==> src/rtl/muldiv_unit.sv <==
// Iterative MULT/MULTU/DIV/DIVU unit holding the architectural HI/LO registers.
// One product/quotient bit per cycle; sign correction applied in a final FIX cycle.
module muldiv_unit #(
  parameter int unsigned WIDTH = 32
) (
  input  logic             clk,
  input  logic             reset,
  input  logic             start,
  input  logic [1:0]       op,
  input  logic [WIDTH-1:0] a,
  input  logic [WIDTH-1:0] b,
  input  logic             mthi,
  input  logic             mtlo,
  input  logic [WIDTH-1:0] wdata,
  output logic             busy,
  output logic             done,
  output logic             div_by_zero,
  output logic [WIDTH-1:0] hi,
  output logic [WIDTH-1:0] lo
);

  localparam int unsigned CW = (WIDTH > 1) ? $clog2(WIDTH) : 1;

  localparam logic [1:0] S_IDLE = 2'd0;
  localparam logic [1:0] S_RUN  = 2'd1;
  localparam logic [1:0] S_FIX  = 2'd2;

  logic [1:0]       state;
  logic [1:0]       state_next;
  logic [CW-1:0]    count;
  logic             is_div;
  logic             is_signed;
  logic             sign_a;
  logic             sign_b;
  logic             b_zero;
  logic [WIDTH-1:0] opb;
  logic [WIDTH:0]   acc_hi;
  logic [WIDTH-1:0] acc_lo;

  logic             op_signed;
  logic [WIDTH-1:0] mag_a;
  logic [WIDTH-1:0] mag_b;
  logic [WIDTH:0]   mul_sum;
  logic [WIDTH:0]   div_shift;
  logic [WIDTH:0]   div_diff;
  logic [2*WIDTH-1:0] prod;
  logic [2*WIDTH-1:0] prod_fix;
  logic [WIDTH-1:0] quot_fix;
  logic [WIDTH-1:0] rem_fix;
  logic             neg_res;

  // Next-state logic
  always_comb begin
    state_next = state;
    case (state)
      S_IDLE: if (start) state_next = S_RUN;
      S_RUN:  if (count == CW'(WIDTH - 1)) state_next = S_FIX;
      S_FIX:  state_next = S_IDLE;
      default: state_next = S_IDLE;
    endcase
  end

  // Operand magnitudes, one iteration step and the final sign correction
  always_comb begin
    op_signed = ~op[0];
    mag_a     = (op_signed && a[WIDTH-1]) ? (~a + WIDTH'(1)) : a;
    mag_b     = (op_signed && b[WIDTH-1]) ? (~b + WIDTH'(1)) : b;
    mul_sum   = {1'b0, acc_hi[WIDTH-1:0]} + (acc_lo[0] ? {1'b0, opb} : '0);
    div_shift = {acc_hi[WIDTH-1:0], acc_lo[WIDTH-1]};
    div_diff  = div_shift - {1'b0, opb};
    neg_res   = is_signed && (sign_a ^ sign_b);
    prod      = {acc_hi[WIDTH-1:0], acc_lo};
    prod_fix  = neg_res ? (~prod + (2*WIDTH)'(1)) : prod;
    quot_fix  = neg_res ? (~acc_lo + WIDTH'(1)) : acc_lo;
    // With b==0 every step subtracts nothing, so the remainder rebuilds |a| and re-signing gives raw a
    rem_fix   = (is_signed && sign_a) ? (~acc_hi[WIDTH-1:0] + WIDTH'(1)) : acc_hi[WIDTH-1:0];
  end

  always_ff @(posedge clk) begin
    if (reset) begin
      state       <= S_IDLE;
      count       <= '0;
      is_div      <= 1'b0;
      is_signed   <= 1'b0;
      sign_a      <= 1'b0;
      sign_b      <= 1'b0;
      b_zero      <= 1'b0;
      opb         <= '0;
      acc_hi      <= '0;
      acc_lo      <= '0;
      busy        <= 1'b0;
      done        <= 1'b0;
      div_by_zero <= 1'b0;
      hi          <= '0;
      lo          <= '0;
    end else begin
      state <= state_next;
      done  <= 1'b0;
      case (state)
        S_IDLE: begin
          if (start) begin
            count       <= '0;
            is_div      <= op[1];
            is_signed   <= op_signed;
            sign_a      <= op_signed & a[WIDTH-1];
            sign_b      <= op_signed & b[WIDTH-1];
            b_zero      <= (b == '0);
            busy        <= 1'b1;
            div_by_zero <= 1'b0;
            acc_hi      <= '0;
            // mul: acc_lo = multiplier, opb = multiplicand; div: acc_lo = dividend, opb = divisor
            acc_lo      <= op[1] ? mag_a : mag_b;
            opb         <= op[1] ? mag_b : mag_a;
          end else begin
            if (mthi) hi <= wdata;
            if (mtlo) lo <= wdata;
          end
        end
        S_RUN: begin
          count <= count + CW'(1);
          if (is_div) begin
            if (!div_diff[WIDTH]) begin
              acc_hi <= div_diff;
              acc_lo <= {acc_lo[WIDTH-2:0], 1'b1};
            end else begin
              acc_hi <= div_shift;
              acc_lo <= {acc_lo[WIDTH-2:0], 1'b0};
            end
          end else begin
            acc_hi <= {1'b0, mul_sum[WIDTH:1]};
            acc_lo <= {mul_sum[0], acc_lo[WIDTH-1:1]};
          end
        end
        S_FIX: begin
          busy <= 1'b0;
          done <= 1'b1;
          if (is_div) begin
            hi          <= rem_fix;
            lo          <= b_zero ? acc_lo : quot_fix;
            div_by_zero <= b_zero;
          end else begin
            hi <= prod_fix[2*WIDTH-1:WIDTH];
            lo <= prod_fix[WIDTH-1:0];
          end
        end
        default: busy <= 1'b0;
      endcase
    end
  end

endmodule

==> config.mk <==
export PLATFORM = sky130hd
export DESIGN_NAME = muldiv_unit
export DESIGN_NICKNAME = d
export VERILOG_FILES = /design/src/rtl/muldiv_unit.sv
export SDC_FILE = /design/constraint.sdc
export NUM_CORES = 1
export LEC_CHECK = 0
export BUFFER_PORTS_ARGS = -buffer_cell sky130_fd_sc_hd__buf_2
export CAP_MARGIN = 15
export CORE_UTILIZATION = 40
export DETAILED_ROUTE_END_ITERATION = 12
export HOLD_SLACK_MARGIN = 0.06
export PLACE_DENSITY = 0.65
export SETUP_SLACK_MARGIN = 0.15
export SLEW_MARGIN = 20
export SYNTH_ARGS = -nofsm -noshare
export SYNTH_HDL_FRONTEND = slang
export SYNTH_SLANG_ARGS = --single-unit
export TNS_END_PERCENT = 20
==> constraint.sdc <==
create_clock -name clk -period 6.5 [get_ports clk]
set_input_delay 0.975 -clock clk [delete_from_list [all_inputs] [get_ports clk]]
set_output_delay 0.975 -clock clk [all_outputs]
set_load 0.02 [all_outputs]
==> results.md <==
- Total gr overflow: 0
- Cells after Synth: 2044
- WL per Instance: 21.3 microns
- Total track usage: 28.4%
- Skew final: 15.2 ps
- Post-synth top area share: 23.6%
- Switch share: 38.8%
- Internal: 2.08 mW
- FF+latch count, synth: 175
- Slew Limit Fails: 0
- Kind of critical path: flop to flop
- Slowest library cell on the worst path: and3b_1
- CTS Root Cell: clkbuf_16
- DIE AREA: 37900 sq um
- Post-CTS resize count: 0
- CP max FO: 18
- GP Congestion: 0.997
- Ys flop type: dfxtp_1
- Detailed Place HPWL: 42.1 mm
- Average size of a mapped cell: 7.27 sq um
- DR iter-0 viols: 1805
- P&R area growth vs syn: 11.2%
- Final total power: 3.40 mW
- Number of remaining DRC errors: 0
- Achievable clock frequency: 0.245 GHz
- Crit start category: flop
- Layout cell share with drive strength beyond 1: 12.7%
- Switching power: 1.32 mW
- Post-layout minimum cycle time: 4090 ps
- Detailed Route WL: 55.2 mm
- CP bufs+invs: 1
- Pin count of the biggest net entering global routing: 97
- Yosys cell types: 89
- Hold_buf cts: 0
- Initial antenna violation count: 0
- Rel. slew slack: 25.0%
- Die height: 195 microns
- P_leak: 6.75 nW
- RSZ-0062 raised after global routing: no
- Post-synth net total: 2219
- Core Area: 36600 sq um
- # diodes: 0
- Worst stage delay on the critical path: 960 ps
- Most common library cells after synthesis: 246 x nor2_1, 236 x a21oi_1, 204 x nand2_1
- Post-synth top area cell: dfxtp_1
- Row count: 70
- IO Port Bufs: 169
- # clock sinks: 175
- FF+latch area: 3500 sq um
- Deepest clock path buffer count: 2
- Status: completed
- CP Cell Sequence: inv_1, ha_1, fa_1, nand2b_1, a21oi_1, o21ai_1, a21oi_1, nor3_1, and3b_1, mux2_2, a222oi_1, nor3_1
- Logic pwr share: 31.5%
- Post-route ant nets: 0
- Slew @ Worst Pin: 1120 ps
- Synth Cell Area: 14900 sq um
- Via-to-Cell Ratio: 6.16
- CP delay by family, top: simple AND/OR/NAND/NOR gates
- Final Setup Violations: 0
- Post-synth EDFFs: 0
- Hold Crit Class: flop to flop
- Vias in the first global route: 14600
- Multi-input gate area: 10600 sq um
- Post-CTS Setup Inserts: 0
- Power Density: 206 nW/um^2
- FILL cells: 3721
- I/O pins: 170
- VDD IR max: 0.148 mV
- Clock latency on the worst-skew pair: 470 ps
- Worst-path clk slew: 80 ps
- Maxcap violations: 0
- Vias: 16000
- H-tree depth: 4
- Post-synthesis sequential area ratio: 23.6%
- Fin Setup TNS: 0 ps
- Final Hold Fails: 0
- CTS tree: done
- Seq pwr share: 36.7%
- Post-synth ARST share: 0%
- Final nets: 2285
- CTS Buf Count: 17
- Period utilization: 62.9%
- First-pass GRT wire length: 84.3 mm
- Initial Util: 40.6%
- Crit end category: flop
- DR pass1 iterations: 7
- Worst EP arrival: 4410 ps
- Die width: 195 microns
- Count leader, synth: nor2_1
- Yosys warns: 0
- Data required, critical path: 6820 ps
- Ranking of synthesized cells by area: dfxtp_1 24%, a21oi_1 7.9%, nor2_1 6.2%
- Clock power frac: 31.8%
-- cells by family after synthesis --
group	after synthesis	synth area share [%]
AO/OA/AOI/OAI	683	29.7
buffers and inverters	209	5.46
adder cells (fa/ha/maj)	72	6.16
XOR/XNOR	167	9.84
AND/OR/NAND/NOR	687	21.7
multiplexers	51	3.51
flip-flops	175	23.6
-- area by class of cell --
type / instances / area share, %
Multi-Input combinational cell: 1660 / 64.1
Timing Repair Buffer: 187 / 5.95
Clock inverter: 14 / 1.02
Tap cell: 468 / 3.54
Clock buffer: 18 / 2.60
Inverter: 69 / 1.57
Sequential cell: 175 / 21.2
-- final timing paths --
| check | startpoint | endpoint | slack (ps) | cells after the start |
|---|---|---|---|---|
| worst min register to register | opb[25]$_SDFFE_PP0P_ | opb[25]$_SDFFE_PP0P_ | 450 | 2 |
| worst max register to register | acc_lo[31]$_SDFFE_PP0P_ | acc_hi[25]$_SDFFE_PP0P_ | 2410 | 12 |
| worst min-delay path | opb[25]$_SDFFE_PP0P_ | opb[25]$_SDFFE_PP0P_ | 450 | 2 |
| worst max-delay path | acc_lo[31]$_SDFFE_PP0P_ | acc_hi[25]$_SDFFE_PP0P_ | 2410 | 12 |
-- worst reg2reg max path, delay by kind of cell (launching register included) --
kind                       cells  cell delay (ps)
buffers and inverters          1              100
DFF                            1              490
adders and majority gates      2              630
AOI/OAI and AO/OA              4              960
muxes                          1              430
and+or+nand+nor                4             1340
-- registers in the layout, indices dropped and copies added, names as in the netlist, 2 cells and up --
name,count
acc_hi,32
lo,32
count,5
acc_lo,32
opb,32
hi,32
state,2
-- metrics by stage --
step	cell area, sq um	hold slack, ps	std cells	util (%)	setup WS [ps]
4_1_cts	16500	454	2591	45.1	2450
6_report	16500	451	2591	45.1	2410
3_5_place_dp	15900	445	2559	43.5	2470
2_1_floorplan	14900	432	2044	-	3210
3_3_place_gp	15900	443	2559	43.5	2520
5_1_grt	16500	475	2591	45.1	2170
-- cell usage in the layout (no fill, tap or decap), types with 12 or more instances in the layout --
cell,count
o211ai_1,39
o31ai_1,16
nand3_1,32
xor2_1,75
and3_1,14
buf_2,168
nor2_1,245
o41ai_1,13
nor2b_1,14
nand2b_1,25
nor3_1,43
and2_1,12
a22oi_1,13
xnor2_1,92
a31oi_1,16
a211oi_1,95
inv_1,68
o21ai_0,94
clkbuf_16,17
dfxtp_1,174
a21o_1,33
or3_1,15
a21oi_1,236
a221oi_1,12
buf_4,19
a311oi_1,12
nor4_1,20
o22ai_1,20
nand2_1,204
mux2i_1,42
ha_1,70
-- metal layers --
metal	vias to the layer above	part of all wire [%]	track usage, %	wire, microns
met4	0	2.9	10.0	1580
li1	7571	-	-	-
met5	-	0	0	0
met3	105	7.8	3.30	4300
met2	749	44	44.4	24400
met1	7543	45	40.2	24900
-- power by group through the flow --
stage	combinational (mW)	clock, mW	sequential [mW]
2_1_floorplan	0.747	0	1.24
3_3_place_gp	1.05	0	1.26
3_5_place_dp	1.05	0	1.27
4_1_cts	1.06	1.09	1.24
5_1_grt	1.16	1.13	1.26
6_report	1.07	1.08	1.25
(Power assumes the default switching activity.)
